--- src/rtl/hazard_pkg.sv ---
// Shared encodings for the D-stage hazard controller: forwarding selects,
// Tnew/Tuse meanings and default HI/LO unit latencies.
package hazard_pkg;
   localparam logic [1:0] FWD_GRF   = 2'd0;
   localparam logic [1:0] FWD_M     = 2'd1;
   localparam logic [1:0] FWD_W     = 2'd2;

   localparam logic [1:0] TNEW_JAL  = 2'd0;
   localparam logic [1:0] TNEW_ALU  = 2'd1;
   localparam logic [1:0] TNEW_LOAD = 2'd2;

   localparam logic [1:0] TUSE_D    = 2'd0;
   localparam logic [1:0] TUSE_E    = 2'd1;
   localparam logic [1:0] TUSE_M    = 2'd2;

   localparam int DEF_MULT_CYCLES = 5;
   localparam int DEF_DIV_CYCLES  = 10;
endpackage

--- src/rtl/md_busy_counter.sv ---
// HI/LO busy countdown: loads the mult/div latency on issue, busy while non-zero.
// Busy rises the edge after load; no backpressure of its own.
module md_busy_counter
   import hazard_pkg::*;
#(
   parameter int MULT_CYCLES = DEF_MULT_CYCLES,
   parameter int DIV_CYCLES  = DEF_DIV_CYCLES
) (
   input  logic clk,
   input  logic reset,
   input  logic load,
   input  logic is_div,
   output logic busy
);
   localparam int MAXC = (DIV_CYCLES > MULT_CYCLES) ? DIV_CYCLES : MULT_CYCLES;
   localparam int CW   = $clog2(MAXC + 1);

   logic [CW-1:0] cnt;

   always_ff @(posedge clk or posedge reset) begin
      if (reset)
         cnt <= '0;
      else if (load)
         cnt <= is_div ? CW'(DIV_CYCLES) : CW'(MULT_CYCLES);
      else if (cnt != '0)
         cnt <= cnt - CW'(1);
   end

   assign busy = (cnt != '0);
endmodule

--- src/rtl/hazard_ctrl.sv ---
// D-stage stall/bubble and branch-operand forwarding from a shadow E/M/W scoreboard.
// Decision is combinational (0 cycles); scoreboard and MDU counter update on each edge.
module hazard_ctrl
   import hazard_pkg::*;
#(
   parameter int MULT_CYCLES = DEF_MULT_CYCLES,
   parameter int DIV_CYCLES  = DEF_DIV_CYCLES,
   parameter int TW          = 2
) (
   input  logic          clk,
   input  logic          reset,
   input  logic [4:0]    d_rs,
   input  logic [4:0]    d_rt,
   input  logic          d_use_rs,
   input  logic          d_use_rt,
   input  logic [TW-1:0] d_tuse_rs,
   input  logic [TW-1:0] d_tuse_rt,
   input  logic [4:0]    d_dst,
   input  logic [TW-1:0] d_tnew,
   input  logic          d_md_start,
   input  logic          d_md_div,
   input  logic          d_md_use,
   output logic          stall,
   output logic          bubble_e,
   output logic [1:0]    fwd_rs_sel,
   output logic [1:0]    fwd_rt_sel,
   output logic          md_busy
);
   logic [4:0]    e_dst, m_dst, w_dst;
   logic [TW-1:0] e_tnew, m_tnew;
   logic          hz_rs, hz_rt, hz_md;

   function automatic logic operand_hazard(input logic use_op, input logic [4:0] r,
                                           input logic [TW-1:0] tuse,
                                           input logic [4:0] ed, input logic [TW-1:0] et,
                                           input logic [4:0] md, input logic [TW-1:0] mt);
      return use_op && (r != 5'd0) &&
             (((ed == r) && (et > tuse)) || ((md == r) && (mt > tuse)));
   endfunction

   // M wins over W: it holds the younger write to the same register.
   function automatic logic [1:0] fwd_pick(input logic [4:0] r,
                                           input logic [4:0] md, input logic [TW-1:0] mt,
                                           input logic [4:0] wd);
      if (r != 5'd0 && md == r && mt == '0)
         return FWD_M;
      else if (r != 5'd0 && wd == r)
         return FWD_W;
      return FWD_GRF;
   endfunction

   always_comb begin
      hz_rs = operand_hazard(d_use_rs, d_rs, d_tuse_rs, e_dst, e_tnew, m_dst, m_tnew);
      hz_rt = operand_hazard(d_use_rt, d_rt, d_tuse_rt, e_dst, e_tnew, m_dst, m_tnew);
      hz_md = d_md_use & md_busy;
      fwd_rs_sel = fwd_pick(d_rs, m_dst, m_tnew, w_dst);
      fwd_rt_sel = fwd_pick(d_rt, m_dst, m_tnew, w_dst);
   end

   assign stall    = hz_rs | hz_rt | hz_md;
   assign bubble_e = stall;

   always_ff @(posedge clk or posedge reset) begin
      if (reset) begin
         e_dst  <= '0;
         e_tnew <= '0;
         m_dst  <= '0;
         m_tnew <= '0;
         w_dst  <= '0;
      end else begin
         e_dst  <= stall ? 5'd0 : d_dst;
         e_tnew <= stall ? '0 : d_tnew;
         m_dst  <= e_dst;
         m_tnew <= (e_tnew != '0) ? e_tnew - TW'(1) : '0;
         w_dst  <= m_dst;
      end
   end

   md_busy_counter #(
      .MULT_CYCLES(MULT_CYCLES),
      .DIV_CYCLES (DIV_CYCLES)
   ) u_md_cnt (
      .clk   (clk),
      .reset (reset),
      .load  (d_md_start & ~stall),
      .is_div(d_md_div),
      .busy  (md_busy)
   );
endmodule

--- config.mk ---
export PLATFORM = sky130hd
export DESIGN_NAME = hazard_ctrl
export DESIGN_NICKNAME = d
export VERILOG_FILES = /design/src/rtl/hazard_pkg.sv /design/src/rtl/md_busy_counter.sv /design/src/rtl/hazard_ctrl.sv
export SDC_FILE = /design/constraint.sdc
export NUM_CORES = 1
export LEC_CHECK = 0
export CAP_MARGIN = 10
export CORE_MARGIN = 1.5
export CORE_UTILIZATION = 49
export CTS_CLUSTER_DIAMETER = 100
export DETAILED_ROUTE_END_ITERATION = 16
export PLACE_DENSITY_LB_ADDON = 0.05
export SKIP_LAST_GASP = 1
export SYNTH_ARGS = -nofsm -noshare
export SYNTH_HDL_FRONTEND = slang
export SYNTH_SLANG_ARGS = --single-unit
export TNS_END_PERCENT = 10
--- constraint.sdc ---
create_clock -name clk -period 2.7 [get_ports clk]
set_input_delay 0.54 -clock clk [delete_from_list [all_inputs] [get_ports clk]]
set_output_delay 0.54 -clock clk [all_outputs]
set_load 0.02 [all_outputs]
==> flow_metrics.py <==
metrics = {
    "outcome": {
        "run_status": "finished with violations",
        "failed_checks": "negative setup slack",
    },
    "critical_path": {
        "r2r_start": "e_tnew[0]$_DFF_PP0_",
        "worstPathMaxFanout": 2,
        "criticalPathCategory": "in -> out",
        "worst_r2r_path_depth": 11,
        "crit_path_end_kind": "output port",
        "reg2reg_to": "u_md_cnt.cnt[1]$_DFFE_PP0P_",
        "cp-start-kind": "primary input",
        "crit_required_ps": 2160,
        "arrival_ps": 2260,
        "r2r_slack_ps": 350,
    },
    "timing": {
        "worstMarginPinSlew_ps": 869,
        "setup_viol": 3,
        "fin_crit_ps": 2800,
        "slew_viol_final": 0,
        "fin_skew_ps": 5.39,
        "fin_crit_sh": 1.04,
        "relSlewSlack": 0.420,
        "fin_ws_ps": -101,
        "rsz0062_at_grt": "yes",
        "hold_violations": 0,
        "whs_ps": 442,
        "max_freq_mhz": 357,
    },
    "floorplan": {
        "dieHeight_um": 57.0,
        "num_rows": 19,
        "die_w_um": 57.0,
        "die_area_um2": 3240,
        "coreArea_um2": 2760,
        "start_util": 0.517,
        "ioPinCount": 35,
    },
    "pwr": {
        "p_int_mw": 0.741,
        "finalPower_mw": 1.14,
        "swShare": 0.348,
        "combPwrFrac": 0.444,
        "clkPwrFrac": 0.137,
        "peakVddDrop_v": 0.000499,
        "power.switching_mw": 0.395,
        "seqPwrFrac": 0.419,
        "p_per_area_nw_per_um2": 532,
        "p_leak_nw": 1.00,
    },
    "yosys": {
        "yosysSeqAreaShare": 0.404,
        "synthesis.nets": 172,
        "synth_warnings": 0,
        "syn_area_um2": 1430,
        "synthCells": 134,
        "ys.flop_type": "dfrtp_1",
        "synthDistinctLibCells": 34,
        "synth_edf_count": 0,
        "synth-seq-cells": 23,
        "syn_area_per_cell_um2": 10.6,
        "async_flop_share": 1.00,
    },
    "cells_and_area": {
        "antenna_cells": 0,
        "drive_gt1_frac": 0.287,
        "final-seq-area_um2": 576,
        "syn2layout_area_growth_pct": 49.6,
        "fin_area_um2": 2130,
        "fin_cells": 226,
        "multi_input_area_um2": 918,
        "num-nets-final": 234,
        "fill_cells": 187,
    },
    "route": {
        "totalWireLength_um": 3630,
        "via_per_inst": 5.40,
        "vias": 1220,
        "drc": 0,
        "wl_per_cell_um": 16.1,
        "dr.pass1.iters": 4,
        "antenna_left": 0,
        "drtIter0Drc": 49,
    },
    "hold_path": {
        "hold_path_class": "reg -> reg",
        "hold_path_end": "w_dst[0]$_DFF_PP0_",
        "holdPathStages": 0,
        "hold_path.startpoint": "m_dst[0]$_DFF_PP0_",
    },
    "global_routing": {
        "grt_max_degree": 24,
        "grt_first_pass_wirelength_um": 5910,
        "antenna_found_initial": 0,
        "grt_pass1_vias": 1349,
        "grt_overflow": 0,
        "grtUsageTotal": 0.242,
    },
    "clock_network": {
        "clockBufferDepth": 2,
        "cts_buffers": 3,
        "numClockSinks": 23,
        "clk_latency_ps": 300,
        "h-tree-depth": 1,
        "cts_root_buf": "clkbuf_4",
        "clkTransAtPathRegs_ps": 120,
        "cts_tree": "yes",
    },
    "placed_design": {
        "gp_congestion": 0.796,
        "port_buffers": 34,
        "dpl.cell_count": 217,
        "placed_area_um2": 1950,
        "dp_hpwl_um": 2700,
    },
    "job": {
        "drv_cap": 0,
    },
}
## cells in the mapped netlist, drive strengths merged, types with 3 or more instances
cell   count  area (µm²)
and3       7        43.8
nand2      5        18.8
xnor2     19         166
nor3       3        15.0
ha        10         125
inv       11        41.3
nand3      4        32.5
dfrtp     23         576
or4        4        33.8
xor2      13         114
nor2       5        18.8
a21oi      5        28.8
nor4       3        18.8
## worst max-delay path by stage
stage | start | endpoint | cells past startpoint
after floorplan | u_md_cnt.cnt[0]$_DFFE_PP0P_ | stall | 8
after global placement | d_tuse_rs[1] | stall | 10
after detailed placement | d_tuse_rs[1] | bubble_e | 10
after CTS | d_rt[2] | bubble_e | 8
after global routing | d_rs[4] | stall | 8
final | d_rs[4] | bubble_e | 8
## layout make-up
cell class	count	share of cell area
Clock buffer	4	0.0123
Timing Repair Buffer	59	0.249
Multi-Input combinational cell	98	0.430
Sequential cell	23	0.270
Inverter	11	0.0205
Tap cell	31	0.0182
## flip-flops by register name (all words and copies together), names as in the netlist
signal / count
m_tnew: 2
e_dst: 5
m_dst: 5
u_md_cnt.cnt: 4
w_dst: 5
e_tnew: 2
## critical path, cell delays in order
cell and delay [ps]:
dlygate4sd2_1 250, or4_4 540, o21ai_4 220, a211oi_2 90, a221oi_4 270, and2_4 190
inv_4 30, buf_6 120
## routing by layer
metal  vias to the layer above  track usage  wire (µm)
met4                         0        0.103         74
li1                        581            -          -
met2                        37        0.471       1970
met1                       594        0.258       1450
met3                         8       0.0272        138
met5                         -            0          0
## kinds of logic (layout without fill, tap and decap cells)
logic type,count (synthesis),in the layout,share of synthesized area
xor+xnor,32,32,0.196
simple gates,40,40,0.172
buf+inv,13,74,0.0368
fa+ha+maj,10,10,0.0877
compound gates,12,12,0.0737
mux,4,4,0.0298
flops,23,23,0.404
## power by group through the flow
stage / combinational (mW) / clock [mW] / sequential, mW
5_1_grt: 0.555 / 0.174 / 0.484
6_report: 0.504 / 0.156 / 0.476
2_1_floorplan: 0.290 / 0 / 0.467
3_3_place_gp: 0.433 / 0 / 0.477
3_5_place_dp: 0.457 / 0 / 0.480
4_1_cts: 0.492 / 0.159 / 0.474
## metrics by stage
step / util / setup WS (ps) / setup TNS (ps)
after floorplan: - / 27.5 / 0
after global placement: 0.707 / -646 / -3450
after detailed placement: 0.707 / -772 / -4150
after CTS: 0.753 / -104 / -269
after global routing: 0.774 / -154 / -525
final: 0.774 / -101 / -242
## cell usage in the layout (no fill, tap or decap), types with 4 or more instances in the layout
cell / n
nor2_1: 4
nand2_1: 5
clkdlybuf4s50_1: 15
xor2_1: 13
dlygate4sd2_1: 9
dlymetal6s2s_1: 4
inv_1: 9
xnor2_1: 19
buf_6: 4
buf_4: 24
and3_1: 7
ha_1: 8
dfrtp_1: 23
## timing repair
item                       in CTS  in global routing
pin swaps                      11                  7
setup endpoints to repair       7                  6
hold buffers                    0                  0
setup buffers                   2                  3
resized for setup              55                  9
gates cloned                    0                  0
Note: power is estimated with default switching activity, not from simulation.
